### src/rtl/fetch_ctrl.sv
// Fetch controller: buffers fetched {pc, instr} pairs in a 4-entry FIFO, issues them to decode,
// and steers the PC for branch redirects and for replay after a FIFO-overflow drop.
module fetch_ctrl (
    input  logic        clk,
    input  logic        rst_n,
    input  logic [15:0] pc_addr,
    input  logic [15:0] imem_rdata,
    output logic [1:0]  pc_sel,
    output logic [15:0] pc_tgt,
    output logic        out_valid,
    input  logic        out_ready,
    output logic [15:0] out_instr,
    output logic [15:0] out_pc,
    input  logic        br_resolve,
    input  logic        br_taken,
    input  logic [15:0] br_tgt
);
    localparam int unsigned XW    = 16;
    localparam int unsigned DEPTH = 4;
    localparam int unsigned PW    = 2;
    localparam int unsigned CW    = 3;
    localparam int unsigned IMMW  = 7;

    localparam logic [1:0] SEL_INC  = 2'b00;
    localparam logic [1:0] SEL_LOAD = 2'b10;

    typedef struct packed {
        logic [XW-1:0] pc;
        logic [XW-1:0] instr;
    } fentry_t;

    typedef enum logic [1:0] {
        S_RUN     = 2'd0,
        S_BR_WAIT = 2'd1,
        S_SQUASH  = 2'd2,
        S_REPLAY  = 2'd3
    } state_e;

    state_e          state_q, state_d;
    logic [XW-1:0]   fpc_q;
    logic            fvld_q;
    fentry_t         fifo_q [DEPTH];
    logic [PW-1:0]   wr_ptr_q, wr_ptr_d;
    logic [PW-1:0]   rd_ptr_q, rd_ptr_d;
    logic [CW-1:0]   cnt_q, cnt_d;
    logic            drop_pend_q, drop_pend_d;
    logic [XW-1:0]   replay_pc_q, replay_pc_d;
    logic [XW-1:0]   br_pc_q, br_pc_d;
    logic [IMMW-1:0] br_imm_q, br_imm_d;
    logic            br_jalr_q, br_jalr_d;

    fentry_t head;
    logic    issue_st;
    logic    pop;
    logic    head_br;
    logic    squash;
    logic    flush;
    logic    drop_clr;
    logic    push_att;
    logic    full;
    logic    push;
    logic    drop;

    // Issue side is a direct view of the FIFO head, gated so idle outputs read as zero
    assign head      = fifo_q[rd_ptr_q];
    assign issue_st  = (state_q == S_RUN) || (state_q == S_REPLAY);
    assign out_valid = issue_st && (cnt_q != '0);
    assign out_pc    = out_valid ? head.pc : '0;
    assign out_instr = out_valid ? head.instr : '0;
    assign pop       = out_valid && out_ready;
    assign head_br   = (head.instr[XW-1 -: 2] == 2'b11);

    // Control FSM; redirects are combinational so the PC loads the target on the next edge
    always_comb begin
        state_d   = state_q;
        pc_sel    = SEL_INC;
        pc_tgt    = '0;
        flush     = 1'b0;
        drop_clr  = 1'b0;
        squash    = (state_q == S_SQUASH);
        br_pc_d   = br_pc_q;
        br_imm_d  = br_imm_q;
        br_jalr_d = br_jalr_q;

        unique case (state_q)
            S_RUN, S_REPLAY: begin
                if (drop_pend_q && (cnt_q == '0)) begin
                    pc_sel   = SEL_LOAD;
                    pc_tgt   = replay_pc_q;
                    drop_clr = 1'b1;
                    squash   = 1'b1;
                    state_d  = S_SQUASH;
                end else if (pop && head_br) begin
                    br_pc_d   = head.pc;
                    br_imm_d  = head.instr[IMMW-1:0];
                    br_jalr_d = head.instr[XW-3];
                    state_d   = S_BR_WAIT;
                end
            end
            S_BR_WAIT: begin
                if (br_resolve) begin
                    if (br_jalr_q || br_taken) begin
                        pc_sel   = SEL_LOAD;
                        pc_tgt   = br_jalr_q ? br_tgt
                                 : br_pc_q + XW'(1) + {{(XW-IMMW){br_imm_q[IMMW-1]}}, br_imm_q};
                        flush    = 1'b1;
                        drop_clr = 1'b1;
                        squash   = 1'b1;
                        state_d  = S_SQUASH;
                    end else begin
                        state_d = drop_pend_q ? S_REPLAY : S_RUN;
                    end
                end
            end
            S_SQUASH: state_d = S_RUN;
            default:  state_d = S_RUN;
        endcase
    end

    // Once an entry is dropped everything younger is discarded until the replay redirect
    always_comb begin
        push_att    = fvld_q && !squash;
        full        = (cnt_q == CW'(DEPTH));
        push        = push_att && !drop_pend_q && (!full || pop);
        drop        = push_att && !drop_pend_q && full && !pop;
        drop_pend_d = drop_clr ? 1'b0 : (drop ? 1'b1 : drop_pend_q);
        replay_pc_d = drop ? fpc_q : replay_pc_q;
        if (flush) begin
            wr_ptr_d = '0;
            rd_ptr_d = '0;
            cnt_d    = '0;
        end else begin
            wr_ptr_d = wr_ptr_q + PW'(push);
            rd_ptr_d = rd_ptr_q + PW'(pop);
            cnt_d    = cnt_q + CW'(push) - CW'(pop);
        end
    end

    always_ff @(posedge clk or negedge rst_n) begin
        if (!rst_n) begin
            state_q     <= S_RUN;
            fpc_q       <= '0;
            fvld_q      <= 1'b0;
            wr_ptr_q    <= '0;
            rd_ptr_q    <= '0;
            cnt_q       <= '0;
            drop_pend_q <= 1'b0;
            replay_pc_q <= '0;
            br_pc_q     <= '0;
            br_imm_q    <= '0;
            br_jalr_q   <= 1'b0;
            for (int unsigned i = 0; i < DEPTH; i++) begin
                fifo_q[i] <= '0;
            end
        end else begin
            state_q     <= state_d;
            fpc_q       <= pc_addr;
            fvld_q      <= 1'b1;
            wr_ptr_q    <= wr_ptr_d;
            rd_ptr_q    <= rd_ptr_d;
            cnt_q       <= cnt_d;
            drop_pend_q <= drop_pend_d;
            replay_pc_q <= replay_pc_d;
            br_pc_q     <= br_pc_d;
            br_imm_q    <= br_imm_d;
            br_jalr_q   <= br_jalr_d;
            if (push) begin
                fifo_q[wr_ptr_q] <= '{pc: fpc_q, instr: imem_rdata};
            end
        end
    end

endmodule
### config.mk
export PLATFORM = sky130hd
export DESIGN_NAME = fetch_ctrl
export DESIGN_NICKNAME = d
export VERILOG_FILES = /design/src/rtl/fetch_ctrl.sv
export SDC_FILE = /design/constraint.sdc
export NUM_CORES = 1
export LEC_CHECK = 0
export CAP_MARGIN = 5
export CORE_MARGIN = 1.5
export CORE_UTILIZATION = 51
export CTS_CLUSTER_SIZE = 14
export DETAILED_ROUTE_END_ITERATION = 8
export PLACE_DENSITY = 0.87
export SLEW_MARGIN = 20
export SYNTH_ARGS = -nofsm -noshare
export SYNTH_HDL_FRONTEND = slang
export SYNTH_SLANG_ARGS = --single-unit
export TNS_END_PERCENT = 5
### constraint.sdc
create_clock -name clk -period 2.5 [get_ports clk]
set_input_delay 0.375 -clock clk [delete_from_list [all_inputs] [get_ports clk]]
set_output_delay 0.375 -clock clk [all_outputs]
set_load 0.02 [all_outputs]
# [Yosys cells after proc, flatten, opt, wreduce, memory -nomap -nowiden]
# Index checks and enable logic that the tools add are counted.
# W data, S select, Z words.
[classes] muxes=37 n_eq_ne=7 magnitude_cmp=3 bitwise=3 div=0 addsub=6 reduce_logical=24 shifts=0 n_mul=0
[op_table] operator="$bwmux W128" count=1
[op_table] operator="$mux W16" count=6
[op_table] operator="$mux W32" count=3
[op_table] operator="$bmux W32 S2" count=1
[op_table] operator="$demux W32 S2" count=1
[op_table] operator="$pmux W16 S2" count=1
[op_table] operator="$mux W2" count=10
[op_table] operator="$add A16 B1 Y16 const B" count=1
[op_table] operator="$add A16 B16 Y16" count=1
[op_table] operator="$logic_and A1 B1 Y1" count=10
[op_table] operator="$mux W1" count=9
[op_table] operator="$eq A2 B2 Y1 const B" count=3
[op_table] operator="$ge A3 B3 Y1 const B" count=2
[op_table] operator="$not A2 Y3" count=2
[op_table] operator="$pmux W2 S3" count=1
[op_table] operator="$add A2 B1 Y2" count=2
[op_table] operator="$logic_not A1 Y1" count=4
[op_table] operator="$pmux W1 S2" count=2
[op_table] operator="$pmux W2 S2" count=1
[op_table] operator="$add A3 B1 Y3" count=1
[op_table] operator="$eq A3 B3 Y1 const B" count=1
[op_table] operator="$logic_not A3 Y1" count=1
[op_table] operator="$logic_or A1 B1 Y1" count=3
[op_table] operator="$lt A3 B1 Y1 const B" count=1
[op_table] operator="other kinds (12)" count=12
[totals] out_inout_bits=51 latchBits=0 reg_bits=195 mem_bits_ro=0 ram_bits=0 wordCells=99 mem_count=0 inputBits=53

# [Depth between registers and ports, before layout]
# Gate-level depths: netlist of the first run.
[depth] word_depth=11 ltp_mapped=13

# [Least setup slack after synthesis of the first run]
# Ideal clock, no wire load.
[synth_path] path_kind="flip-flop to output port" from="register br_imm_q[6]" to="output pc_tgt[11]" slack_ps=-291 arrival_ps=2416 t_required_ps=2125 path_stages_with_launch=8 cell_sequence="dfrtp_1 -> ha_1 -> clkbuf_1 -> nand4_1 -> a2111oi_0 -> or4_1 -> nand2_1 -> a211oi_1"
[synth_via] elab_chain_cells=5
[synth_lines] item="start: declaration" line="49" text="logic [IMMW-1:0] br_imm_q, br_imm_d;"
[synth_lines] item="start signal: assignment" line="165" text="br_imm_q <= br_imm_d;"
[synth_lines] item="$add A16 B16 Y16" line="105" text=": br_pc_q + XW'(1) + {{(XW-IMMW){br_imm_q[IMMW-1]}}, br_imm_q};"
[synth_lines] item="$mux W16" line="104" text="pc_tgt = br_jalr_q ? br_tgt"
[synth_lines] item="$mux W16" line="102" text="if (br_jalr_q || br_taken) begin"
[synth_lines] item="$mux W16" line="101" text="if (br_resolve) begin"
[synth_lines] item="$pmux W16 S2" line="85" text="unique case (state_q)"
[synth_lines] item="end: declaration" line="9" text="output logic [15:0] pc_tgt,"
# No other way between the ends.

# [Final worst setup path of the first run]
[layout_path] from="register br_imm_q[6]" to="output pc_tgt[15]"
# Same word-level chain as after synthesis.

==> results of run 1 <==
==> cells by family (layout without fill, tap and decap cells) <==
logic type,after synthesis,after routing,synth area share
AO/OA/AOI/OAI,85,85,0.0593
XOR/XNOR,16,16,0.0145
adder cells (fa/ha/maj),23,23,0.0313
buffers and inverters,54,231,0.0317
flip-flops,195,195,0.505
multiplexers,201,201,0.295
other,2,3,0.000777
AND/OR/NAND/NOR,105,105,0.0628
==> path summary, 6_finish.rpt <==
kind | from | endpoint | cells after the start
max | br_imm_q[6]$_DFFE_PN0P_ | pc_tgt[15] | 8
min in group asynchronous | rst_n | replay_pc_q[13]$_DFFE_PN0P_ | 2
min reg2reg | fifo_q[61]$_DFFE_PN0P_ | fifo_q[61]$_DFFE_PN0P_ | 1
min | pc_addr[13] | fpc_q[13]$_DFF_PN0_ | 1
max reg2reg | state_q[0]$_DFFE_PN0P_ | cnt_q[2]$_DFF_PN0_ | 14
max in group asynchronous | rst_n | br_imm_q[6]$_DFFE_PN0P_ | 3
==> final cells by class <==
cell class | instances | area, um^2 | area share
tap | 234 | 293 | 0.0237
sequential | 195 | 4880 | 0.395
antenna | 1 | 2.50 | 0.000202
timing repair buffer | 185 | 1670 | 0.135
inverter | 15 | 57.6 | 0.00466
multi-input combinational | 432 | 4850 | 0.392
clock buffer | 19 | 453 | 0.0367
clock inverter | 12 | 153 | 0.0124
==> per-stage QoR <==
stage	power, W	cell area, um^2	setup TNS (ps)
6_report	0.0193	12400	-5760
3_3_place_gp	0.0154	11500	-18030
2_1_floorplan	0.0118	9690	-236
3_5_place_dp	0.0158	11500	-22460
5_1_grt	0.0202	12400	-7160
4_1_cts	0.0190	12400	-4900
==> placed cells by master (no fill, tap or decap), types with 6 or more instances in the layout <==
| master | count |
|---|---|
| sky130_fd_sc_hd__buf_2 | 15 |
| sky130_fd_sc_hd__mux2_2 | 79 |
| sky130_fd_sc_hd__a22oi_1 | 9 |
| sky130_fd_sc_hd__clkdlybuf4s50_1 | 51 |
| sky130_fd_sc_hd__buf_12 | 13 |
| sky130_fd_sc_hd__mux2_4 | 60 |
| sky130_fd_sc_hd__mux4_2 | 32 |
| sky130_fd_sc_hd__clkbuf_16 | 17 |
| sky130_fd_sc_hd__nor2b_1 | 29 |
| sky130_fd_sc_hd__ha_1 | 7 |
| sky130_fd_sc_hd__a21oi_1 | 12 |
| sky130_fd_sc_hd__buf_4 | 78 |
| sky130_fd_sc_hd__nand2_1 | 20 |
| sky130_fd_sc_hd__inv_1 | 14 |
| sky130_fd_sc_hd__mux2_1 | 30 |
| sky130_fd_sc_hd__dfrtp_1 | 192 |
| sky130_fd_sc_hd__clkbuf_2 | 10 |
| sky130_fd_sc_hd__nor2_1 | 20 |
| sky130_fd_sc_hd__xnor2_1 | 6 |
| sky130_fd_sc_hd__o21ai_0 | 9 |
| sky130_fd_sc_hd__ha_4 | 13 |
| sky130_fd_sc_hd__xor2_1 | 8 |
==> power by group through the flow <==
stage / combinational [W] / sequential, W / clock [W]
floorplan: 0.00652 / 0.00526 / 0
global placement: 0.00986 / 0.00552 / 0
detailed placement: 0.0102 / 0.00561 / 0
CTS: 0.0104 / 0.00570 / 0.00285
global route: 0.0114 / 0.00590 / 0.00298
finish: 0.0108 / 0.00576 / 0.00281
==> metal layers <==
| layer | part of all wire | global-route usage | wire, um |
|---|---|---|---|
| met2 | 0.51 | 0.431 | 12900 |
| met3 | 0.058 | 0.0523 | 1470 |
| met5 | 0 | 0 | 0 |
| met4 | 0.026 | 0.118 | 649 |
| met1 | 0.41 | 0.338 | 10400 |
==> sequential cells by signal (all words and copies together) (netlist names) <==
name,flops
fifo_q,128
state_q,2
cnt_q,3
replay_pc_q,16
drop_pend_q,1
br_imm_q,7
fpc_q,16
fvld_q,1
br_jalr_q,1
br_pc_q,16
wr_ptr_q,2
rd_ptr_q,2
==> worst max-delay path: cells and delay by family, from the launching register on <==
kind                     cells  cell delay (ps)
AO/OA/AOI/OAI                5             1040
flip-flops                   1              570
adder cells (fa/ha/maj)      1              270
buffers and inverters        1              180
XOR/XNOR                     1              170
==> repair_timing <==
action | in CTS | in global routing
resized for setup | 178 | 51
hold buffers | 1 | 0
hold endpoints to repair | 49 | 0
endpoints found under the setup margin | 51 | 52
buffers inserted | 3 | 0
pin swaps | 14 | 4
==> impl_metrics.py, run 1 <==
metrics = {
    "floorplan": {
        "floorplan.initialDensity": 0.518,
        "die_h_um": 141,
        "die_width_um": 141,
        "design.die.area_um2": 19800,
        "fp-row-count": 50,
        "boundaryPins": 104,
        "fp.coreArea_um2": 18600,
    },
    "pwr": {
        "worst_ir_drop_vdd_mv": 0.700,
        "clockPowerShare": 0.145,
        "sw_frac_of_total": 0.386,
        "power.switching_w": 0.00747,
        "p_int_w": 0.0119,
        "power_density_nw_per_um2": 1570,
        "share_seq_of_total_power": 0.298,
        "combPwrFrac": 0.557,
        "total_leakage_power_nw": 5.55,
    },
    "grt": {
        "maximum_number_of_pins_on_one_net_before_global_route_repair": 54,
        "grt_pass1_wl_mm": 39.5,
        "grt_antenna_before_repair": 0,
        "grt-ovfl-total": 0,
        "grt_pass1_vias": 7046,
        "global_routing_usage_summed_across_all_routing_layers": 0.262,
    },
    "placement": {
        "post-place-cells": 1057,
        "portBuffers": 102,
        "dp_worst_setup_slack_ps": -542,
        "place_hpwl_mm": 16.1,
        "gp_congestion": 0.988,
    },
    "setup_path": {
        "cp.arrival_ps": 2670,
        "delay_of_the_slowest_cell_on_the_worst_path_ps": 570,
        "cp_slowest_cell": "sky130_fd_sc_hd__dfrtp_2",
        "timing.critical_path.to_type": "primary output",
        "critical_path_cell_list": "ha_4 > a21o_1 > o21bai_1 > a311oi_2 > o31ai_2 > xnor2_1 > a221oi_2 > buf_4",
        "worst_ep_required_time_ps": 2120,
        "worst_setup_path_start_kind": "register",
        "ff2ff_setup_slack_ps": -150,
        "critPathKind": "reg2out",
        "cp_max_fo": 8,
    },
    "synthesis": {
        "synth.yosys.warnings": 0,
        "netlist.area_leader.share": 0.505,
        "yosysTopAreaCell": "sky130_fd_sc_hd__dfrtp_1",
        "yosys.cell_types.count": 57,
        "yosys_reg_bits": 195,
        "predominant_post_synthesis_flop_cell": "sky130_fd_sc_hd__dfrtp_1",
        "ys_seq_area_frac": 0.505,
        "ys_top_cells_by_count": "sky130_fd_sc_hd__dfrtp_1 (195), sky130_fd_sc_hd__mux2_2 (79), sky130_fd_sc_hd__mux2_4 (60), sky130_fd_sc_hd__nor2b_1 (34), sky130_fd_sc_hd__mux4_2 (32)",
        "post_synth_instance_area_um2": 9670,
        "synth_cells": 681,
        "netlist_top_cells_area": "sky130_fd_sc_hd__dfrtp_1 (50%), sky130_fd_sc_hd__mux2_4 (9.3%), sky130_fd_sc_hd__mux2_2 (9.2%), sky130_fd_sc_hd__mux4_2 (7.5%), sky130_fd_sc_hd__mux2_1 (3.5%)",
        "syn_avg_cell_area_um2": 14.2,
        "synth-edff-count": 0,
        "postSynthNetCount": 757,
        "ys_async_sr_fraction": 1.00,
        "synth.most_common_cell": "sky130_fd_sc_hd__dfrtp_1",
    },
    "clocking": {
        "worstSkewPairLatency_ps": 440,
        "cts_tree": "yes",
        "htreeDepth": 4,
        "path_clk_slew_ps": 70,
        "cts_buffers": 17,
        "buffer_levels_on_the_longest_clock_path": 2,
        "cts_sinks": 195,
        "root_buffer": "sky130_fd_sc_hd__clkbuf_16",
    },
    "run": {
        "drv.max_cap_violation_count": 0,
    },
    "finish": {
        "final_layout_size_suffix_gt1_frac": 0.452,
        "instances_no_fill": 1093,
        "fillCellCount": 1182,
        "util_after_layout": 0.663,
        "areaGrowthSynthToFinish_pct": 27.9,
        "design.final.nets": 922,
    },
    "worst_hold_path": {
        "worstHoldPathType": "in2reg",
    },
    "timing": {
        "maxSlewViolCount": 0,
        "finClkSkew_ps": 11.8,
        "finalSetupViolations": 15,
        "rsz_0062_raised_after_global_routing": "yes",
        "final.min_clock_period_ps": 3050,
        "achievable-frequency_mhz": 328,
        "hold_ws_ps": 380,
        "tcrit_tclk_final": 1.22,
        "worst_slack_ps": -548,
        "hold_viol": 0,
    },
    "route": {
        "detailedRoute.firstIterationViolations": 565,
        "route.detailed.vias_per_inst": 5.98,
        "vias": 6538,
        "avgRoutedWirePerCell_um": 23.2,
        "drtPass1Iterations": 7,
        "detail_route.wirelength_mm": 25.4,
        "antenna_left": 0,
        "drt_drc_violations_left": 0,
    },
    "run_status": {
        "outcome": "finished, violations left",
        "violations": "negative setup slack",
    },
}
Power figures use the tool's default switching activity.
==> run 2, diff against run 1 <==
Settings changed: CORE_UTILIZATION 51 to 24, CTS_CLUSTER_SIZE 14 to not set, PLACE_DENSITY 0.87 to 0.53.
==> run 2 against run 1 <==
Against the previous run:
- core utilization down 34 points
- first-iteration DRC count down 55%
- the flow still finishes with violations (negative setup slack)
- cell area grew 4.5%
- sequential power fell by 3%
- highest routed layer is now met5
- sequential share of layout area fell by 1.7 points
- largest cell class unchanged
- clock skew is 2.5 ps lower
- clock-buffer cell count rose by 1
- fmax increased by 0.98%
- worst hold slack worse by 3.4 ps
- critical path type unchanged
==> impl_metrics.py, run 2 (same netlist as run 1, synthesis figures left out) <==
metrics = {
    "run": {
        "drv.max_cap_violation_count": 0,
    },
    "setup_path": {
        "delay_of_the_slowest_cell_on_the_worst_path_ps": 490,
        "worst_ep_required_time_ps": 2120,
        "timing.critical_path.to_type": "primary output",
        "worst_setup_path_start_kind": "register",
        "cp_slowest_cell": "sky130_fd_sc_hd__dfrtp_2",
        "critPathKind": "reg2out",
        "critical-path-top-cell-by-count": "sky130_fd_sc_hd__buf_4",
        "critical_path_cell_list": "buf_6 > ha_4 > buf_4 > o21ai_1 > a21oi_2 > or3_1 > a31oi_2 > xor2_1 > a211oi_2 > buf_4",
        "cp_max_fo": 6,
        "cp.arrival_ps": 2640,
    },
    "timing": {
        "finalSetupViolations": 15,
        "worst_slew_pin_slew_ps": 555,
        "rsz_0062_raised_after_global_routing": "yes",
        "finClkSkew_ps": 9.20,
        "hold_ws_ps": 376,
        "tcrit_tclk_final": 1.21,
        "maxSlewViolCount": 0,
        "hold_viol": 0,
        "worst_slack_ps": -518,
        "relSlewSlack": 0.630,
        "achievable-frequency_mhz": 331,
        "final.min_clock_period_ps": 3020,
    },
    "route": {
        "drt_drc_violations_left": 0,
        "detailedRoute.firstIterationViolations": 252,
        "avgRoutedWirePerCell_um": 18.1,
        "antenna_left": 0,
        "detail_route.wirelength_mm": 25.5,
        "route.detailed.vias_per_inst": 4.36,
        "drtPass1Iterations": 4,
        "vias": 6145,
    },
    "grt": {
        "global_routing_usage_summed_across_all_routing_layers": 0.128,
        "grt_pass1_wl_mm": 40.2,
        "grt-ovfl-total": 0,
        "grt_pass1_vias": 6722,
        "maximum_number_of_pins_on_one_net_before_global_route_repair": 63,
        "grt_antenna_before_repair": 3,
    },
    "placement": {
        "portBuffers": 102,
        "place_hpwl_mm": 18.6,
        "gp_congestion": 0.828,
        "post-place-cells": 1373,
    },
    "floorplan": {
        "design.die.area_um2": 41500,
        "fp-row-count": 73,
        "die_h_um": 204,
        "boundaryPins": 104,
        "die_width_um": 204,
        "fp.coreArea_um2": 39700,
        "floorplan.initialDensity": 0.243,
    },
    "clocking": {
        "cts_buffers": 17,
        "worstSkewPairLatency_ps": 430,
        "root_buffer": "sky130_fd_sc_hd__clkbuf_16",
        "htreeDepth": 4,
        "cts_sinks": 195,
        "cts_tree": "yes",
        "buffer_levels_on_the_longest_clock_path": 2,
        "path_clk_slew_ps": 70,
    },
    "run_status": {
        "outcome": "finished, violations left",
        "violations": "negative setup slack",
    },
    "worst_hold_path": {
        "worstHoldPathType": "in2reg",
    },
    "finish": {
        "instances_no_fill": 1410,
        "design.final.nets": 948,
        "layout_common_cells": "sky130_fd_sc_hd__dfrtp_1 (192), sky130_fd_sc_hd__buf_4 (106), sky130_fd_sc_hd__mux2_2 (79)",
        "registers.top_by_ff_count": "fifo_q",
        "final_layout_size_suffix_gt1_frac": 0.467,
        "areaGrowthSynthToFinish_pct": 33.6,
        "mostFrequentLayoutCell": "sky130_fd_sc_hd__dfrtp_1",
        "max_reg_flops": 128,
    },
    "pwr": {
        "total_power_w": 0.0192,
        "worst_ir_drop_vdd_mv": 0.576,
        "power_density_nw_per_um2": 1490,
        "total_leakage_power_nw": 5.69,
    },
}
-- run 2: cell types whose count changed in the layout (fill, tap and decap cells not counted), moves of 3 or more --
cell,change
sky130_fd_sc_hd__clkdlybuf4s15_2,-3
sky130_fd_sc_hd__ha_4,-5
sky130_fd_sc_hd__buf_4,+28
sky130_fd_sc_hd__buf_2,+4
sky130_fd_sc_hd__ha_1,+4
sky130_fd_sc_hd__clkbuf_2,-6
-- run 2: through the flow --
stage                     instance area [um^2]  setup WS [ps]  utilization  setup TNS (ps)
after global placement                   12100           -641        0.305          -25090
final                                    12900           -518        0.325           -4730
after detailed placement                 12100           -674        0.305          -26390
after floorplan                           9690          -94.0            -            -236
after CTS                                12800           -541        0.323           -5320
after global routing                     12900           -677        0.325           -6870
-- run 2: final cells by class --
class                           count  area (um^2)
Inverter                           15         57.6
Timing Repair Buffer              211         1890
Clock buffer                       20          447
Tap cell                          525          657
Fill cell                        3948        26800
Multi-Input combinational cell    432         4850
Antenna cell                        1         2.50
Clock inverter                     11          128
Sequential cell                   195         4880
-- run 2: where the power goes --
part	switching, W	internal (W)
Sequential	0.000944	0.00464
Combinational	0.00512	0.00582
Clock	0.00121	0.00150
-- run 2: timing repair --
action                     in CTS  in global routing
setup endpoints to repair      51                 34
hold buffers                    1                  0
pin swaps                      19                  4
resized for setup             207                 38
buffers inserted                3                  1
hold endpoints to repair       57                  0
gates cloned                    0                  0
-- run 2: metal layers --
metal / track usage / vias to the layer above / part of all wire
li1: - / 2856 / -
met1: 0.174 / 3162 / 0.48
met2: 0.206 / 99 / 0.47
met3: 0.0262 / 24 / 0.037
met4: 0.0357 / 4 / 0.012
met5: 0 / - / 0.0010
-- run 2: worst max-delay path, delay by kind of cell (launching register included) --
kind            cells  cell delay, ps
flops               1             490
simple gates        1             330
xor+xnor            1             110
buf+inv             3             500
compound gates      4             570
fa+ha+maj           1             210
-- run 2: path summary, 6_finish.rpt --
check                                              end  slack (ps)  depth (start not counted)                     from
max in group asynchronous           fpc_q[3]$_DFF_PN0_        1330                          3                    rst_n
setup reg to reg                    cnt_q[2]$_DFF_PN0_         -10                         12   state_q[0]$_DFFE_PN0P_
hold / removal                      fpc_q[7]$_DFF_PN0_         380                          1               pc_addr[7]
hold reg to reg                 fifo_q[35]$_DFFE_PN0P_         480                          1   fifo_q[35]$_DFFE_PN0P_
min in group asynchronous  replay_pc_q[13]$_DFFE_PN0P_         490                          2                    rst_n
setup / recovery                            pc_tgt[12]        -520                         10  br_imm_q[6]$_DFFE_PN0P_
==> run 3, diff against run 2 <==
Settings changed: TNS_END_PERCENT 5 to not set.
==> run 3 against run 2 <==
Against the previous run:
- the flow still finishes with violations (negative setup slack)
- cell area is 4.4% higher
- non-clock buffer count rose by 35
- global-route usage is 0.34 points higher
- combinational power increased by 14%
- core utilization rose by 1.4 points
- worst hold slack improved by 3.5 ps
- routed wire length up 5.1%
- clock skew grew 3.5 ps
- critical path type unchanged
- first-iteration DRC count shrank 27%
- setup slack got worse by 33 ps
- highest routed layer unchanged
- sequential share of layout area down 1.6 points
==> impl_metrics.py, run 3 (same netlist as run 1, synthesis figures left out) <==
metrics = {
    "clocking": {
        "cts_buffers": 17,
        "root_buffer": "sky130_fd_sc_hd__clkbuf_16",
        "cts_tree": "yes",
        "htreeDepth": 4,
        "path_clk_slew_ps": 70,
        "worstSkewPairLatency_ps": 430,
        "buffer_levels_on_the_longest_clock_path": 2,
        "cts_sinks": 195,
    },
    "setup_path": {
        "worst_setup_path_start_kind": "register",
        "worst_r2r_startpoint": "state_q[0]$_DFFE_PN0P_",
        "critPathKind": "reg2out",
        "timing.critical_path.to_type": "primary output",
        "cp_max_fo": 8,
        "worst_r2r_endpoint": "cnt_q[2]$_DFF_PN0_",
        "ff2ff_setup_slack_ps": -70,
        "worst_ep_required_time_ps": 2120,
        "r2r_cells": 14,
        "cp.arrival_ps": 2680,
    },
    "timing": {
        "worst_slew_pin_slew_ps": 591,
        "achievable-frequency_mhz": 328,
        "rsz_0062_raised_after_global_routing": "yes",
        "final.min_clock_period_ps": 3050,
        "fin_tns_setup_ps": -4890,
        "maxSlewViolCount": 0,
        "hold_viol": 0,
        "finClkSkew_ps": 12.7,
        "worst_slack_ps": -551,
        "relSlewSlack": 0.606,
        "finalSetupViolations": 15,
        "tcrit_tclk_final": 1.22,
    },
    "run_status": {
        "violations": "negative setup slack",
        "outcome": "finished, violations left",
    },
    "finish": {
        "postLayoutCellArea_um2": 13500,
        "util_after_layout": 0.339,
        "areaGrowthSynthToFinish_pct": 39.5,
        "final_layout_size_suffix_gt1_frac": 0.523,
        "fillCellCount": 3873,
        "registers.top_by_ff_count": "fifo_q",
        "mostFrequentLayoutCell": "sky130_fd_sc_hd__dfrtp_1",
        "design.final.nets": 983,
        "max_reg_flops": 128,
        "layout_common_cells": "sky130_fd_sc_hd__dfrtp_1 (193), sky130_fd_sc_hd__buf_4 (116), sky130_fd_sc_hd__mux2_2 (78)",
    },
    "grt": {
        "grt-ovfl-total": 0,
        "grt_antenna_before_repair": 3,
        "maximum_number_of_pins_on_one_net_before_global_route_repair": 69,
        "grt_pass1_wl_mm": 41.0,
        "global_routing_usage_summed_across_all_routing_layers": 0.132,
        "grt_pass1_vias": 6733,
    },
    "floorplan": {
        "design.die.area_um2": 41500,
        "die_width_um": 204,
        "die_h_um": 204,
        "fp.coreArea_um2": 39700,
        "fp-row-count": 73,
        "boundaryPins": 104,
        "floorplan.initialDensity": 0.243,
    },
    "worst_hold_path": {
        "worstHoldPathType": "in2reg",
        "hold_path_end": "fpc_q[8]$_DFF_PN0_",
        "min_path_cells": 1,
        "worst_hold_startpoint": "pc_addr[8]",
    },
    "route": {
        "drtPass1Iterations": 4,
        "route.detailed.vias_per_inst": 4.40,
        "antenna_left": 0,
        "detail_route.wirelength_mm": 26.9,
        "detailedRoute.firstIterationViolations": 183,
        "vias": 6356,
        "drt_drc_violations_left": 0,
        "avgRoutedWirePerCell_um": 18.6,
    },
    "placement": {
        "place_hpwl_mm": 18.5,
        "gp_congestion": 0.848,
        "portBuffers": 102,
        "placed_cell_area_um2": 12200,
    },
    "pwr": {
        "worst_ir_drop_vdd_mv": 0.552,
        "power_density_nw_per_um2": 1540,
        "total_leakage_power_nw": 5.95,
    },
    "run": {
        "drv.max_cap_violation_count": 0,
    },
}
## run 3: changes by cell type in the layout (fill, tap and decap cells not counted), moves of 4 or more
cell	previous run	this run
sky130_fd_sc_hd__inv_2	0	6
sky130_fd_sc_hd__buf_6	2	24
sky130_fd_sc_hd__a21oi_2	3	7
sky130_fd_sc_hd__dlygate4sd2_1	4	0
sky130_fd_sc_hd__inv_1	14	7
sky130_fd_sc_hd__buf_2	19	23
sky130_fd_sc_hd__nor2b_1	27	22
sky130_fd_sc_hd__buf_4	106	116
sky130_fd_sc_hd__clkdlybuf4s15_1	5	1
## run 3: critical path, stage by stage (launching register included)
cell                       delay, ps
sky130_fd_sc_hd__dfrtp_2         480
sky130_fd_sc_hd__buf_6           160
sky130_fd_sc_hd__ha_4            220
sky130_fd_sc_hd__a21o_1          180
sky130_fd_sc_hd__o21bai_1        170
sky130_fd_sc_hd__a311oi_2        280
sky130_fd_sc_hd__o31ai_2         140
sky130_fd_sc_hd__xnor2_2         170
sky130_fd_sc_hd__a221oi_2        270
sky130_fd_sc_hd__buf_4           180
## run 3: cell type report
cell class | instances | area, um^2 | area share
inverters | 15 | 61.3 | 0.00455
diodes | 1 | 2.50 | 0.000186
well taps | 525 | 657 | 0.0487
clock buffers | 21 | 460 | 0.0342
repair buffers | 246 | 2310 | 0.172
multi-input cells | 432 | 4980 | 0.370
clock inverters | 10 | 123 | 0.00909
flip-flops and latches | 195 | 4880 | 0.362
## run 3: worst max-delay path by stage
stage | start | to | slack [ps] | cells past startpoint
CTS | br_imm_q[6]$_DFFE_PN0P_ | pc_tgt[13] | -580 | 9
global route | br_imm_q[6]$_DFFE_PN0P_ | pc_tgt[15] | -720 | 9
finish | br_imm_q[6]$_DFFE_PN0P_ | pc_tgt[15] | -550 | 9
detailed placement | br_imm_q[6]$_DFFE_PN0P_ | pc_tgt[13] | -620 | 8
global placement | br_imm_q[6]$_DFFE_PN0P_ | pc_tgt[12] | -630 | 9
floorplan | br_imm_q[6]$_DFFE_PN0P_ | pc_tgt[11] | -30 | 7
## run 3: routing by layer
metal / vias to the layer above / routed length, um / GRT usage
met5: - / 31 / 0
met2: 96 / 12900 / 0.213
met1: 3296 / 12700 / 0.181
met4: 4 / 312 / 0.0344
met3: 21 / 957 / 0.0238
li1: 2939 / - / -
## run 3: per-stage QoR
step / total power [W] / std cells / setup WS (ps) / hold slack [ps]
4_1_cts: 0.0204 / 1436 / -580 / 358
6_report: 0.0208 / 1445 / -551 / 380
2_1_floorplan: 0.0119 / 681 / -28.2 / 79.4
3_5_place_dp: 0.0165 / 1374 / -622 / 427
3_3_place_gp: 0.0165 / 1374 / -627 / 425
5_1_grt: 0.0221 / 1444 / -716 / 367
## run 3: where the power goes
group | total [W] | internal, W | switching (W)
clock network | 0.00276 | 0.00154 | 0.00123
logic | 0.0124 | 0.00681 | 0.00563
registers | 0.00559 | 0.00464 | 0.000947
## run 3: timing repair
item                                    in CTS  in global routing
endpoints found under the setup margin      50                181
cloned                                       2                  3
resized for setup                          252                 77
endpoints found under the hold margin       62                  0
buffers inserted                            28                  9
pin swaps                                   35                 31
hold buffers                                 1                  0
